<file path="config.mk">
export PLATFORM = sky130hd
export DESIGN_NAME = memory_fifo_ctrl
export DESIGN_NICKNAME = d
export VERILOG_FILES = /design/src/rtl/memory_fifo_ctrl.sv
export SDC_FILE = /design/constraint.sdc
export NUM_CORES = 1
export LEC_CHECK = 0
export ABC_AREA = 1
export ABC_CLOCK_PERIOD_IN_PS = 3250
export BUFFER_PORTS_ARGS = -buffer_cell sky130_fd_sc_hd__buf_2
export CAP_MARGIN = 20
export CELL_PAD_IN_SITES_DETAIL_PLACEMENT = 0
export CELL_PAD_IN_SITES_GLOBAL_PLACEMENT = 1
export CORE_MARGIN = 1
export CORE_UTILIZATION = 40
export DETAILED_ROUTE_END_ITERATION = 6
export PLACE_DENSITY_LB_ADDON = 0.1
export SLEW_MARGIN = 10
export SYNTH_ARGS = -nofsm -noshare
export SYNTH_HDL_FRONTEND = slang
export SYNTH_SLANG_ARGS = --single-unit
</file>
<file path="constraint.sdc">
create_clock -name clk -period 3.25 [get_ports clk]
set_input_delay 0.65 -clock clk [delete_from_list [all_inputs] [get_ports clk]]
set_output_delay 0.65 -clock clk [all_outputs]
set_load 0.01 [all_outputs]
</file>
<file path="src/rtl/memory_fifo_ctrl.sv">
// FIFO controller driving an external 2^ADDR_WIDTH-word RAM tile with registered read.
// A 2-entry output skid buffer hides the RAM read latency so both streams run at 1 word/cycle.
module memory_fifo_ctrl #(
  parameter int ADDR_WIDTH = 10,
  parameter int DATA_WIDTH = 8
) (
  input  logic                  clk,
  input  logic                  rst_n,
  input  logic                  flush,
  input  logic [DATA_WIDTH-1:0] s_data,
  input  logic                  s_valid,
  output logic                  s_ready,
  output logic [DATA_WIDTH-1:0] m_data,
  output logic                  m_valid,
  input  logic                  m_ready,
  output logic [ADDR_WIDTH-1:0] mem_waddr,
  output logic [DATA_WIDTH-1:0] mem_data_in,
  output logic                  mem_wen,
  output logic [ADDR_WIDTH-1:0] mem_raddr,
  output logic                  mem_ren,
  input  logic [DATA_WIDTH-1:0] mem_data_out,
  output logic [ADDR_WIDTH:0]   level,
  output logic                  empty
);

  localparam logic [ADDR_WIDTH:0] FULL_COUNT = {1'b1, {ADDR_WIDTH{1'b0}}};

  logic [ADDR_WIDTH-1:0] r_wr_ptr;
  logic [ADDR_WIDTH-1:0] r_rd_ptr;
  logic [ADDR_WIDTH:0]   r_mem_count;
  logic                  r_rd_pend;
  logic [DATA_WIDTH-1:0] r_obuf [2];
  logic                  r_obuf_head;
  logic [1:0]            r_obuf_cnt;

  logic                  w_s_ready;
  logic                  w_push;
  logic                  w_m_valid;
  logic                  w_pop;
  logic                  w_credit_ok;
  logic                  w_issue;
  logic                  w_obuf_tail;

  assign w_s_ready = (r_mem_count != FULL_COUNT) && !flush;
  // Write enable is held low while reset is asserted even though s_ready idles high.
  assign w_push    = s_valid && w_s_ready && rst_n;
  assign w_m_valid = (r_obuf_cnt != 2'd0);
  assign w_pop     = w_m_valid && m_ready && !flush;

  // A read may only be issued if the skid buffer will have a free slot when its data lands.
  assign w_credit_ok = (({1'b0, r_obuf_cnt} + {2'b00, r_rd_pend}) < (3'd2 + {2'b00, w_pop}));
  assign w_issue     = (r_mem_count != '0) && w_credit_ok && !flush;

  // A capture only happens with at most one entry held, so tail is head or head+1.
  assign w_obuf_tail = r_obuf_head ^ r_obuf_cnt[0];

  always_ff @(posedge clk or negedge rst_n) begin
    if (!rst_n) begin
      r_wr_ptr    <= '0;
      r_rd_ptr    <= '0;
      r_mem_count <= '0;
      r_rd_pend   <= 1'b0;
      r_obuf[0]   <= '0;
      r_obuf[1]   <= '0;
      r_obuf_head <= 1'b0;
      r_obuf_cnt  <= 2'd0;
    end else if (flush) begin
      r_wr_ptr    <= '0;
      r_rd_ptr    <= '0;
      r_mem_count <= '0;
      r_rd_pend   <= 1'b0;
      r_obuf[0]   <= '0;
      r_obuf[1]   <= '0;
      r_obuf_head <= 1'b0;
      r_obuf_cnt  <= 2'd0;
    end else begin
      if (w_push) r_wr_ptr <= r_wr_ptr + 1'b1;
      if (w_issue) r_rd_ptr <= r_rd_ptr + 1'b1;
      r_mem_count <= r_mem_count + {{ADDR_WIDTH{1'b0}}, w_push}
                                 - {{ADDR_WIDTH{1'b0}}, w_issue};
      r_rd_pend   <= w_issue;
      if (r_rd_pend) r_obuf[w_obuf_tail] <= mem_data_out;
      if (w_pop) r_obuf_head <= ~r_obuf_head;
      r_obuf_cnt  <= r_obuf_cnt + {1'b0, r_rd_pend} - {1'b0, w_pop};
    end
  end

  assign s_ready     = w_s_ready;
  assign mem_wen     = w_push;
  assign mem_waddr   = r_wr_ptr;
  assign mem_data_in = s_data;
  assign mem_ren     = w_issue;
  assign mem_raddr   = r_rd_ptr;
  assign m_valid     = w_m_valid;
  assign m_data      = r_obuf[r_obuf_head];
  assign level       = r_mem_count + (ADDR_WIDTH+1)'(r_rd_pend) + (ADDR_WIDTH+1)'(r_obuf_cnt);
  assign empty       = (level == '0);

endmodule
</file>
# Yosys cells after proc, flatten, opt, wreduce, memory -nomap -nowiden
# Index checks and enable logic that the tools add are counted.
[classes]
add_sub_neg = 10
magnitude_cmp = 4
n_eq_ne = 1
n_mux = 17
bitwise_logic = 4
reduce_logical = 16
[ops]
columns = ["operator", "n"]
rows = [
  ["$mux W10", 4],
  ["$mux W16", 2],
  ["$mux W8", 4],
  ["$add A11 B1 Y11", 2],
  ["$add A10 B1 Y10 const B", 2],
  ["$bwmux W16", 1],
  ["$add A11 B2 Y11", 1],
  ["$logic_not A11 Y1", 1],
  ["$mux W11", 1],
  ["$ne A11 B11 Y1 const B", 1],
  ["$reduce_bool A11 Y1", 1],
  ["$sub A11 B1 Y11", 1],
  ["$reduce_bool A2 Y1", 5],
  ["$demux W8 S1", 1],
  ["$logic_and A1 B1 Y1", 8],
  ["$ge A2 B2 Y1 const B", 2],
  ["$not A1 Y2", 2],
  ["$add A2 B1 Y3", 1],
  ["$add A2 B1 Y3 const A", 1],
  ["$lt A3 B3 Y1", 1],
  ["$mux W1", 3],
  ["$add A2 B1 Y2", 1],
  ["$lt A2 B1 Y1 const B", 1],
  ["$mux W2", 1],
  ["other kinds (4)", 4],
]
[word_totals]
ff_bits = 51
in_bits = 21
out_inout_bits = 52
word_cells = 60

# Logic depth before layout (Yosys ltp)
[depth]
depth_word = 9
ltp_mapped = 22
ltp_nobuf = 21

# Least setup slack after synthesis
# OpenSTA, ideal clock, no wires.
[synth_path]
path_type = "input to register"
startpoint = "input port flush"
endpoint = "register r_mem_count[10]"
setup_ns = 0.119
arrival_time_ns = 2.765
t_required_ns = 3.131
path_slack_ns = 0.366
stages = 20
n_path_buf = 2
path_cell_list = "buf_4 > clkinv_2 > nand4_1 > nand2_1 > nand3_2 > nor2_2 > buf_6 > ha_1 > inv_1 > ha_1 > inv_1 > fa_1 > inv_1 > nand2_1 > nand2_1 > nand3_1 > nand2_1 > nand2_1 > a21oi_1 > nor2_1"
[synth_between]
elab_chain_cells = 8
word_cells_on_any_way = 12
cone_classes = "3 x add/sub; 1 x order compare; 1 x mux; 7 x reduce/logical"
[synth_lines]
columns = ["element", "line", "rtl"]
rows = [
  ["start, declared", "9", "input logic flush,"],
  ["$logic_not A1 Y1 (*)", "48, 52", ""],
  ["$logic_and A1 B1 Y1", "48", "assign w_pop = w_m_valid && m_ready && !flush;"],
  ["$add A2 B1 Y3", "51", "assign w_credit_ok = (({1'b0, r_obuf_cnt} + {2'b00, r_rd_pend}) < (3'd2 + {2'b00, w_pop}));"],
  ["$lt A3 B3 Y1", "51", ""],
  ["$logic_and A1 B1 Y1", "52", "assign w_issue = (r_mem_count != '0) && w_credit_ok && !flush;"],
  ["$logic_and A1 B1 Y1 (*)", "52", ""],
  ["via mem_ren", "20", "output logic mem_ren,"],
  ["$sub A11 B1 Y11 (*)", "80", "- {{ADDR_WIDTH{1'b0}}, w_issue};"],
  ["$mux W11 (*)", "67", "end else if (flush) begin"],
  ["end signal, assigned", "79", "r_mem_count <= r_mem_count + {{ADDR_WIDTH{1'b0}}, w_push}"],
  ["end, declared", "30", "logic [ADDR_WIDTH:0] r_mem_count;"],
]
# Mark *: on every way through the listed nets, which the timed path passes. The rest lies on a longest branch.
# A chain may end at the register's enable or synchronous reset.

# Worst setup path in the final report
[layout_path]
startpoint = "register r_rd_pend"
endpoint = "output port empty"
[layout_between]
elab_chain_cells = 3
[layout_lines]
columns = ["element", "line", "rtl"]
rows = [
  ["start, declared", "31", "logic r_rd_pend;"],
  ["start signal, assigned", "81", "r_rd_pend <= w_issue;"],
  ["$add A11 B1 Y11", "96", "assign level = r_mem_count + (ADDR_WIDTH+1)'(r_rd_pend) + (ADDR_WIDTH+1)'(r_obuf_cnt);"],
  ["$add A11 B2 Y11", "96", ""],
  ["$logic_not A11 Y1", "97", "assign empty = (level == '0);"],
  ["end, declared", "23", "output logic empty"],
]
# Every way passes these cells.

==> impl_metrics.yaml <==
clocking:
  clkLatencyLatePin_ns: 0.31
  cts.clk_slew.worst_paths_ns: 0.11
  clockBufferDepth: 2
  numClockSinks: 51
  cts_setup_buffers: 0
  cts_hold_buf: 0
  cts_tree: "done"
  cts_buffers: 5
  htree_levels: 2
  clock-root-buffer: "clkbuf_8"
timing:
  timing.slew.headroom_pct: 54.9
  post-route-period-util_pct: 94.0
  slew_violations: 0
  setup_viol: 0
  finalHoldViolCount: 0
  fmax_mhz: 327
  holdWs_ns: 0.492
  fin_skew_ns: 0.0138
  worstMarginPinSlew_ns: 0.677
  setup_ws_ns: 0.197
  tns_ns: 0
  rsz0062_at_grt: "no"
  min_period_ns: 3.05
floorplan:
  io_pins: 73
  dieArea_mm2: 0.00918
  dieHeight_um: 95.8
  start_util_pct: 42.0
  core_mm2: 0.00838
  placementRows: 33
  die_w_um: 95.8
placement:
  dp_hpwl_mm: 6.06
  dpl.cell_count: 628
  place.gp.congestion: 0.796
  io_buffer_count: 56
  pre_cts_slack_ns: 0.305
grt:
  grt_start_max_net_pins: 52
  grt_use_met2_pct: 29.8
  grt_overflow_total: 0
  grt_pass1_vias: 2757
  met1_usage_pct: 26.2
  grtUsageTotal_pct: 18.5
  antenna_found_initial: 0
  grt_pass1_wl_mm: 13.1
  top_usage_layer: "met2"
  met3_usage_pct: 3.00
worst_setup_path:
  worst_path_most_repeated_cell: "fa_2"
  crit_type: "flip-flop to output port"
  crit_path_end_kind: "output port"
  worstPathArrival_ns: 2.40
  crit_slowest_cell: "dfrtp_2"
  start_kind: "flip-flop"
  crit_path_cell_trace: "fa_2 -> fa_2 -> or2_2 -> nor3_1 -> nand2_1 -> nor2_1 -> buf_2"
  critPathRequiredTime_ns: 2.60
  crit_path_max_incr_delay_ns: 0.49
  cp_max_fo: 4
power:
  irDropWorstVdd_uv: 260
  p_leak_nw: 2.27
  power_per_cell_area_mw_per_mm2: 825
logic_synthesis:
  postSynthAreaPerCell_um2: 7.41
  synth_nets: 528
  yosysMostFrequentCell: "nand2_1"
  synth_seq_cells: 51
  synthCells: 475
  synth_area_mm2: 0.00352
  netlist_top_cells_area: "dfrtp_1, nand2_1, ha_1"
  async_flop_share_pct: 100
  synth_top_cell_area_share_pct: 36.3
  synth_commonest_cells: "nand2_1, inv_1, dfrtp_1"
  synth_top_area_cell: "dfrtp_1"
  ys_types: 31
  synth_flop_cell: "dfrtp_1"
  yosys_warnings: 0
  yosysSeqAreaShare_pct: 36.3
  synth_edf_count: 0
finish:
  multi_input_area_mm2: 0.00187
  diodes: 0
  layout.nets: 583
  fill_cells: 852
  post-route-util_pct: 47.5
  final_cells: 636
  flow.area_growth_from_synthesis_pct: 13.1
  regArea_mm2: 0.00128
  drive_above_1_share_pct: 16.0
route:
  drt_iter0_drc: 110
  ant_nets: 0
  vias: 3077
  viasPerCell: 4.84
  firstDrtPassIters: 4
  drc: 0
  wirelength_mm: 8.10
  detail_route.wl_per_cell_um: 12.7
min_path:
  min_path_type: "input port to asynchronous set/reset pin"
flow_run:
  cap_viol_max_count: 0
run_status:
  status: "complete, no violations"
sequential cells by signal, indices dropped and copies added (netlist names):
signal       flops
r_obuf          16
r_mem_count     11
mem_raddr       10
mem_waddr       10
r_obuf_cnt       2
r_obuf_head      1
r_rd_pend        1
final timing paths:
check | from | end | slack [ns] | cells after the start
worst max-delay path | r_rd_pend$_DFF_PN0_ | empty | 0.20 | 7
worst min-delay path | rst_n | r_mem_count[9]$_DFF_PN0_ | 0.49 | 2
worst max register to register | r_rd_pend$_DFF_PN0_ | r_mem_count[10]$_DFF_PN0_ | 0.33 | 18
worst min register to register | r_obuf[3]$_DFFE_PN0P_ | r_obuf[3]$_DFFE_PN0P_ | 0.52 | 2
max in group asynchronous | rst_n | r_rd_pend$_DFF_PN0_ | 2.26 | 2
min in group clk | r_obuf[3]$_DFFE_PN0P_ | r_obuf[3]$_DFFE_PN0P_ | 0.52 | 2
critical path: cells and delay by family, from the launching register on:
kind / cells / cell delay [ns]
adders and majority gates: 2 / 0.84
and+or+nand+nor: 4 / 0.65
DFF: 1 / 0.49
buffers and inverters: 1 / 0.13
logic make-up after synthesis:
group | Yosys count | share of synthesized area, %
AND/OR/NAND/NOR | 232 | 27.5
adder cells (fa/ha/maj) | 32 | 12.0
buffers and inverters | 86 | 10.8
flip-flops | 51 | 36.3
AO/OA/AOI/OAI | 54 | 8.39
XOR/XNOR | 20 | 4.98
layout make-up:
cell class,count,share of cell area (%)
Clock buffer,6,2.07
Clock inverter,2,0.346
Inverter,69,6.54
Multi-Input combinational cell,338,46.9
Sequential cell,51,32.1
Tap cell,105,3.30
Timing Repair Buffer,65,8.74
where the power goes:
group	switching (W)	internal (W)	total (W)
registers	0.000172	0.000811	0.000982
logic	0.00118	0.000709	0.00189
clock network	0.000231	0.000175	0.000406
repair_timing:
item                                    CTS  global route
hold endpoints to repair                  0             0
endpoints found under the setup margin    1             1
cloned                                    0             0
resized for setup                         1             2
per-layer routing:
layer	routed length, um	vias up
met1	4140	1410
li1	-	1601
met3	286	6
met4	54	0
met2	3620	60
met5	0	-
cells in the final DEF (no fill, tap or decap):
| cell | count |
|---|---|
| buf_4 | 9 |
| nor2_8 | 1 |
| or2_2 | 1 |
| ha_1 | 29 |
| a21oi_1 | 12 |
| nand4_1 | 8 |
| nand2_1 | 136 |
| clkbuf_8 | 6 |
| nor3_1 | 1 |
| inv_2 | 2 |
| buf_2 | 56 |
| dfrtp_2 | 1 |
| inv_1 | 65 |
| a41oi_1 | 1 |
| a21oi_2 | 1 |
| o22ai_1 | 8 |
| o21bai_1 | 1 |
| inv_6 | 1 |
| xnor2_1 | 6 |
| nand3_1 | 37 |
| o21ai_0 | 28 |
| o21a_1 | 2 |
| o21ai_1 | 1 |
| clkinv_2 | 2 |
| fa_1 | 1 |
| nand3_2 | 1 |
| xor2_1 | 14 |
| clkinv_1 | 1 |
| nor2_1 | 45 |
| nor2_2 | 2 |
| fa_2 | 2 |
| dfrtp_1 | 50 |
metrics by stage:
stage          total power [W]  cell area (um2)
2_1_floorplan          0.00234             3520
3_3_place_gp           0.00287             3880
5_1_grt                0.00364             3980
3_5_place_dp           0.00288             3880
6_report               0.00328             3980
4_1_cts                0.00330             3980
No activity file was read; power rests on OpenSTA's default activity.
